--- src/rtl/counter_pwm_gen_pkg.sv ---
// Shared types and reset constants for the PWM generator.
// Optional count-continuity checker is enabled with COUNT_CHECK_EN.
package pwm_pkg;

   typedef enum logic {
      EMPTY = 1'b0,
      FULL  = 1'b1
   } buf_state_t;

   localparam int unsigned ACTIVE_RST  = 0;
   localparam int unsigned PENDING_RST = 0;

endpackage

--- src/rtl/counter_pwm_gen_if.sv ---
// Duty-update handshake: producer drives duty_in/duty_valid, PWM block drives duty_ready.
interface counter_pwm_gen_if #(
   parameter int N = 4
) ();

   logic [N-1:0] duty_in;
   logic         duty_valid;
   logic         duty_ready;

   modport master (
      output duty_in,
      output duty_valid,
      input  duty_ready
   );

   modport slave (
      input  duty_in,
      input  duty_valid,
      output duty_ready
   );

endinterface

--- src/rtl/counter_pwm_gen_duty_buffer.sv ---
// One-entry pending duty buffer; the pending value moves to active only at period wrap,
// so the duty seen by the comparator never changes mid-period.
module duty_buffer
   import pwm_pkg::*;
#(
   parameter int N = 4
) (
   input  logic         clk,
   input  logic         reset_n,
   input  logic         wrap,
   input  logic [N-1:0] duty_in,
   input  logic         duty_valid,
   output logic [N-1:0] active,
   output logic         duty_ready
);

   buf_state_t   state;
   logic [N-1:0] pending;

   // duty_ready is a registered image of state == EMPTY, so it never depends on duty_valid.
   always_ff @(posedge clk or negedge reset_n) begin
      if (!reset_n) begin
         state      <= EMPTY;
         duty_ready <= 1'b1;
         pending    <= N'(PENDING_RST);
         active     <= N'(ACTIVE_RST);
      end else begin
         case (state)
            EMPTY: begin
               if (duty_valid && duty_ready) begin
                  pending    <= duty_in;
                  state      <= FULL;
                  duty_ready <= 1'b0;
               end
            end
            FULL: begin
               if (wrap) begin
                  active     <= pending;
                  state      <= EMPTY;
                  duty_ready <= 1'b1;
               end
            end
         endcase
      end
   end

endmodule

--- src/rtl/counter_pwm_gen.sv ---
// PWM generator driven by an external free-running N-bit up counter; period = 2^N cycles.
// Define COUNT_CHECK_EN to add the sticky count_err continuity checker.
module counter_pwm_gen
   import pwm_pkg::*;
#(
   parameter int N = 4
) (
   input  logic               clk,
   input  logic               reset_n,
   input  logic [N-1:0]       count,
   counter_pwm_gen_if.slave   dif,
   output logic               pwm_out,
`ifdef COUNT_CHECK_EN
   output logic               count_err,
`endif
   output logic               period_tick
);

   logic         wrap;
   logic [N-1:0] active;
   logic         ready;

   assign wrap           = (count == {N{1'b1}});
   assign dif.duty_ready = ready;

   duty_buffer #(.N(N)) u_duty_buffer (
      .clk        (clk),
      .reset_n    (reset_n),
      .wrap       (wrap),
      .duty_in    (dif.duty_in),
      .duty_valid (dif.duty_valid),
      .active     (active),
      .duty_ready (ready)
   );

   // active updates on the wrap edge, so count=0 of the next period already sees the new duty.
   always_ff @(posedge clk or negedge reset_n) begin
      if (!reset_n) begin
         pwm_out     <= 1'b0;
         period_tick <= 1'b0;
      end else begin
         pwm_out     <= (count < active);
         period_tick <= wrap;
      end
   end

`ifdef COUNT_CHECK_EN
   logic [N-1:0] prev_count;
   logic         seen;

   // The first post-reset sample only seeds prev_count; checking starts on the next one.
   always_ff @(posedge clk or negedge reset_n) begin
      if (!reset_n) begin
         prev_count <= '0;
         seen       <= 1'b0;
         count_err  <= 1'b0;
      end else begin
         prev_count <= count;
         seen       <= 1'b1;
         if (seen && (count != N'(prev_count + 1'b1)))
            count_err <= 1'b1;
      end
   end
`endif

endmodule

--- src/flat_wrapper.sv ---
// flat-port wrapper written by rule: the top's interface ports become plain ports
module counter_pwm_gen_flat import pwm_pkg::*;
#(
   parameter int N = 4
)
  (clk, reset_n, count, pwm_out, period_tick, dif_duty_in, dif_duty_valid, dif_duty_ready);
  counter_pwm_gen_if #(.N(N)) dif_i ();
  input  logic clk;
  input  logic reset_n;
  input  logic [N-1:0] count;
  output logic pwm_out;
  output logic period_tick;
  input wire logic [$bits(dif_i.duty_in)-1:0] dif_duty_in;
  input wire logic [$bits(dif_i.duty_valid)-1:0] dif_duty_valid;
  output wire logic [$bits(dif_i.duty_ready)-1:0] dif_duty_ready;
  assign dif_i.duty_in = dif_duty_in;
  assign dif_i.duty_valid = dif_duty_valid;
  assign dif_duty_ready = dif_i.duty_ready;
  counter_pwm_gen #(.N(N)) u_core (.clk(clk), .reset_n(reset_n), .count(count), .dif(dif_i), .pwm_out(pwm_out), .period_tick(period_tick));
endmodule
--- config.mk ---
export PLATFORM = sky130hd
export DESIGN_NAME = counter_pwm_gen_flat
export DESIGN_NICKNAME = d
export VERILOG_FILES = /design/src/rtl/counter_pwm_gen_pkg.sv /design/src/rtl/counter_pwm_gen_if.sv /design/src/rtl/counter_pwm_gen_duty_buffer.sv /design/src/rtl/counter_pwm_gen.sv /design/src/flat_wrapper.sv
export SDC_FILE = /design/constraint.sdc
export NUM_CORES = 1
export LEC_CHECK = 0
export ABC_AREA = 1
export BUFFER_PORTS_ARGS = -buffer_cell sky130_fd_sc_hd__buf_2
export CAP_MARGIN = 40
export CORE_AREA = 4 4 41 43
export DETAILED_ROUTE_END_ITERATION = 8
export DIE_AREA = 0 0 45 47
export PLACE_DENSITY_LB_ADDON = 0.3
export SLEW_MARGIN = 15
export SYNTH_ARGS = -nofsm -noshare
export SYNTH_HDL_FRONTEND = slang
export SYNTH_HIERARCHICAL = 1
export SYNTH_SLANG_ARGS = --single-unit
--- constraint.sdc ---
create_clock -name clk -period 2.7 [get_ports clk]
set_clock_uncertainty 0.15 [all_clocks]
set_input_delay 0 -clock clk [delete_from_list [all_inputs] [get_ports clk]]
set_output_delay 0 -clock clk [all_outputs]
set_load 0.01 [all_outputs]
==> impl_results.html <==
<table>
<tr><th>Metric</th><th>Value</th></tr>
<tr><th colspan="2">Outcome</th></tr>
<tr><td>Outcome</td><td>complete, no violations</td></tr>
<tr><th colspan="2">Global routing</th></tr>
<tr><td>Maximum number of pins on one net before global-route repair</td><td>12</td></tr>
<tr><td>Via count of the first global-routing pass</td><td>550</td></tr>
<tr><td>Global routing's busiest layer</td><td>met2</td></tr>
<tr><td>Total Routing Usage GR</td><td>0.1458</td></tr>
<tr><td>Initial antenna violation count</td><td>0</td></tr>
<tr><td>Remaining global-route overflow</td><td>0</td></tr>
<tr><td>Met3 usage</td><td>0.02299</td></tr>
<tr><td>Met2 capacity usage during global routing</td><td>0.2740</td></tr>
<tr><td>Wire length of the first global-routing pass</td><td>2166 µm</td></tr>
<tr><td>Met1 track demand over resource in global routing</td><td>0.1517</td></tr>
<tr><th colspan="2">Final layout</th></tr>
<tr><td>Highest-count cells in the layout ignoring fill and taps</td><td>sky130_fd_sc_hd__nand2_1 (24), sky130_fd_sc_hd__dlygate4sd3_1 (20), sky130_fd_sc_hd__buf_2 (13), sky130_fd_sc_hd__dfrtp_1 (11), sky130_fd_sc_hd__inv_1 (8)</td></tr>
<tr><td>Final design instance area without fill</td><td>867.1 µm²</td></tr>
<tr><td>Post-route core utilization</td><td>0.6663</td></tr>
<tr><td>Count of nets after finishing</td><td>114</td></tr>
<tr><td>Most common library cell in the layout ignoring fill and taps</td><td>sky130_fd_sc_hd__nand2_1</td></tr>
<tr><td>Fraction of layout instances using a drive strength above 1</td><td>0.2121</td></tr>
<tr><td>Layout overhead on the synthesized area</td><td>55.73%</td></tr>
<tr><td>FF/Latch Area</td><td>slightly above 300 µm²</td></tr>
<tr><td>Number of inserted filler cells in the final layout</td><td>117</td></tr>
<tr><td>Area taken by multi-input logic gates</td><td>221.5 µm²</td></tr>
<tr><td>Count of inserted antenna diode cells</td><td>0</td></tr>
<tr><td>Post-route insts no fill</td><td>approximately 110</td></tr>
<tr><th colspan="2">Placement</th></tr>
<tr><td>Area after DPL</td><td>between 600 and 700 µm²</td></tr>
<tr><td>Last weighted congestion value of the routability-driven placer</td><td>roughly 0.66</td></tr>
<tr><td>Detailed-placement wirelength estimate</td><td>761.7 µm</td></tr>
<tr><td>Cell count after placement</td><td>90</td></tr>
<tr><td>Pre-CTS setup slack</td><td>around 1.5 ns</td></tr>
<tr><td>PortBufs</td><td>13</td></tr>
<tr><th colspan="2">Timing</th></tr>
<tr><td>Smallest setup slack after layout</td><td>0.5409 ns</td></tr>
<tr><td>Unrepaired setup endpoints after global routing</td><td>false</td></tr>
<tr><td>Worst hold-check slack</td><td>0.01843 ns</td></tr>
<tr><td>Setup TNS</td><td>0 ns</td></tr>
<tr><td>Final count of hold timing violations</td><td>0</td></tr>
<tr><td>Slew Limit Headroom</td><td>0.6651</td></tr>
<tr><td>Total of endpoints with negative setup slack in the final report</td><td>0</td></tr>
<tr><td>Clock period minus final worst setup slack</td><td>2.159 ns</td></tr>
<tr><td>Maximum achievable frequency</td><td>~460 MHz</td></tr>
<tr><td>Pin slew with the least headroom to its limit</td><td>roughly 0.5 ns</td></tr>
<tr><td>Slew Viols, Final</td><td>0</td></tr>
<tr><td>Final period utilization</td><td>0.7997</td></tr>
<tr><th colspan="2">Logic synthesis</th></tr>
<tr><td>Post-Syn Area per Cell</td><td>8.980 µm²</td></tr>
<tr><td>XOR/XNOR Fraction of Synth Area</td><td>0</td></tr>
<tr><td>Cell accounting for the most synthesized area</td><td>sky130_fd_sc_hd__dfrtp_1</td></tr>
<tr><td>Adder-cell area share of the yosys netlist</td><td>0.06742</td></tr>
<tr><td>Multiplexer area fraction after synthesis</td><td>0</td></tr>
<tr><td>Synthesized instance count</td><td>62</td></tr>
<tr><td>Post-synthesis simple-gate area fraction</td><td>0.2921</td></tr>
<tr><td>Yosys warnings</td><td>6</td></tr>
<tr><td>Number of flip-flops and latches in the synthesized netlist</td><td>12</td></tr>
<tr><td>Combinational family with the most area after synthesis</td><td>simple AND/OR/NAND/NOR gates</td></tr>
<tr><td>Sequential fraction of the synthesis area</td><td>0.5416</td></tr>
<tr><td>Net count after synthesis</td><td>76</td></tr>
<tr><td>Synth unique cells</td><td>14</td></tr>
<tr><td>Area share of the leading cell type in the synthesized netlist</td><td>0.4944</td></tr>
<tr><td>Biggest area contributors in the synthesized netlist</td><td>sky130_fd_sc_hd__dfrtp_1 (49%), sky130_fd_sc_hd__nand2_1 (16%), sky130_fd_sc_hd__ha_1 (6.7%), sky130_fd_sc_hd__inv_1 (5.4%), sky130_fd_sc_hd__dfstp_2 (4.7%)</td></tr>
<tr><td>Cell Area, Synth</td><td>556.8 µm²</td></tr>
<tr><td>Area fraction in compound gates after synthesis</td><td>0.03820</td></tr>
<tr><th colspan="2">Power and ir drop</th></tr>
<tr><td>Peak VDD IR</td><td>0.4611 mV</td></tr>
<tr><td>Cell area power density</td><td>821.7 nW/µm²</td></tr>
<tr><td>Final total power</td><td>about 0.71 mW</td></tr>
<tr><td>Static leakage</td><td>0.4614 nW</td></tr>
<tr><th colspan="2">Clock tree</th></tr>
<tr><td># clock sinks</td><td>12</td></tr>
<tr><td>Clock latency on the worst-skew pair</td><td>0.27 ns</td></tr>
<tr><td>Cts repair resizes</td><td>0</td></tr>
<tr><td>Buffer levels on the longest clock path</td><td>2</td></tr>
<tr><td>Number of buffers created by CTS</td><td>3</td></tr>
<tr><td>Buffer cell driving the clock tree root</td><td>sky130_fd_sc_hd__clkbuf_4</td></tr>
<tr><td>Clock-pin slew reported for the worst setup and hold paths after clock tree synthesis</td><td>~0.070 ns</td></tr>
<tr><td>Number of H-tree branching levels</td><td>1</td></tr>
<tr><td>TritonCTS clock tree</td><td>built</td></tr>
<tr><th colspan="2">Worst setup path</th></tr>
<tr><td>Slowest stage cell on the critical path</td><td>sky130_fd_sc_hd__dlygate4sd3_1</td></tr>
<tr><td>Critical path cell sequence</td><td>dlygate4sd3_1, buf_2, nand2_1, dlygate4sd3_1, nor2_1, dlygate4sd3_1</td></tr>
<tr><td>Path type of the worst setup path</td><td>in -&gt; reg</td></tr>
<tr><td>Crit path max fanout</td><td>7</td></tr>
<tr><td>Data required time at the worst endpoint</td><td>2.76 ns</td></tr>
<tr><td>Kind of capture point of the worst setup path</td><td>flip-flop</td></tr>
<tr><td>Critical path startpoint category</td><td>input port</td></tr>
<tr><td>Arrival time of data at the critical path endpoint</td><td>2.21 ns</td></tr>
<tr><td>Cell repeated most along the worst path</td><td>sky130_fd_sc_hd__dlygate4sd3_1</td></tr>
<tr><td>Buffers plus inverters on the worst setup path</td><td>4</td></tr>
<tr><td>Cell family with most CP delay</td><td>buffers and inverters</td></tr>
<tr><td>Critical Path Max Stage Delay</td><td>just over 0.6 ns</td></tr>
<tr><th colspan="2">Job</th></tr>
<tr><td>Number of max-capacitance violations reported</td><td>0</td></tr>
<tr><th colspan="2">Routing</th></tr>
<tr><td>Post-route antenna net violation count</td><td>0</td></tr>
<tr><td>Aggregate routed wire length</td><td>about 1200 µm</td></tr>
<tr><td>Initial DRC count</td><td>6</td></tr>
<tr><td>Number of remaining DRC errors</td><td>0</td></tr>
<tr><td>Via count of the routed design</td><td>531</td></tr>
<tr><td>Detail-routed net length per standard cell</td><td>10.66 µm</td></tr>
<tr><td>Drt pass-1 iters</td><td>4</td></tr>
<tr><td>Via density</td><td>4.658</td></tr>
<tr><th colspan="2">Floorplanning</th></tr>
<tr><td>Core Region</td><td>1301 µm²</td></tr>
<tr><td>Die Footprint</td><td>2115 µm²</td></tr>
<tr><td>Num rows</td><td>13</td></tr>
<tr><td>Starting density of the core</td><td>0.4279</td></tr>
<tr><td>Height of the die</td><td>47 µm</td></tr>
<tr><td>Width of the chip</td><td>about 45 µm</td></tr>
<tr><td>Num ports</td><td>14</td></tr>
<tr><th colspan="2">Hold path</th></tr>
<tr><td>Min-delay worst type</td><td>in -&gt; reg</td></tr>
</table>
-- state kept, by name, summed over array words and instances (netlist names) --
signal and cells:
u_core/period_tick 1, u_core/pwm_out 1, u_core/u_duty_buffer/active 4, u_core/u_duty_buffer/duty_ready 1
u_core/u_duty_buffer/pending 4, u_core/u_duty_buffer/state 1
-- cell families (layout without fill, tap and decap cells) --
group	after synthesis	count (layout)
DFF	12	12
adders and majority gates	3	3
buffers and inverters	9	46
AOI/OAI and AO/OA	3	3
and+or+nand+nor	35	35
-- power breakdown --
part           internal (mW)  switching, mW
sequential             0.263         0.0608
combinational          0.149          0.126
clock                 0.0571         0.0564
total                  0.469          0.243
-- routing by layer --
| metal | wire [µm] | vias up |
|---|---|---|
| met5 | 0 | - |
| li1 | - | 273 |
| met3 | 72 | 2 |
| met2 | 634 | 14 |
| met1 | 501 | 242 |
| met4 | 6 | 0 |
-- final timing paths --
path | startpoint | slack (ns) | end | cells past startpoint
max in group asynchronous | reset_n | 1.41 | u_core/u_duty_buffer/active[3] | 3
min | count[2] | 0.02 | u_core/u_duty_buffer/active[0] | 5
max | count[1] | 0.54 | u_core/period_tick | 6
max reg2reg | u_core/u_duty_buffer/duty_ready | 0.61 | u_core/u_duty_buffer/pending[1] | 4
min in group asynchronous | reset_n | 0.08 | u_core/u_duty_buffer/duty_ready | 2
min reg2reg | u_core/u_duty_buffer/active[0] | 0.33 | u_core/u_duty_buffer/active[0] | 2
-- final cells by class --
class                      count  area share
timing repair buffer          33      0.3059
sequential                    12      0.3478
clock buffer                   4     0.03030
multi-input combinational     41      0.2554
tap                           15     0.02165
inverter                       9     0.03896
-- synthesized netlist by cell type --
cell type and count:
sky130_fd_sc_hd__nand2_1 24, sky130_fd_sc_hd__dfrtp_1 11, sky130_fd_sc_hd__inv_1 8, sky130_fd_sc_hd__nand3_1 4, sky130_fd_sc_hd__nand4_1 4, sky130_fd_sc_hd__ha_1 3
sky130_fd_sc_hd__a21o_1 1, sky130_fd_sc_hd__a21oi_2 1, sky130_fd_sc_hd__dfstp_2 1, sky130_fd_sc_hd__inv_2 1, sky130_fd_sc_hd__nand2_2 1, sky130_fd_sc_hd__nand3_4 1
sky130_fd_sc_hd__nor2_1 1, sky130_fd_sc_hd__o21ai_0 1
-- tightest hold or removal path: cells and delay by family --
family	cells	cell delay [ns]
AND/OR/NAND/NOR	4	0.30
buffers and inverters	1	0.11
-- what timing repair did --
item / CTS / global route
hold endpoints to repair: 20 / 0
hold buffers: 20 / 0
buffers inserted: 0 / 0
(Power assumes the default switching activity.)
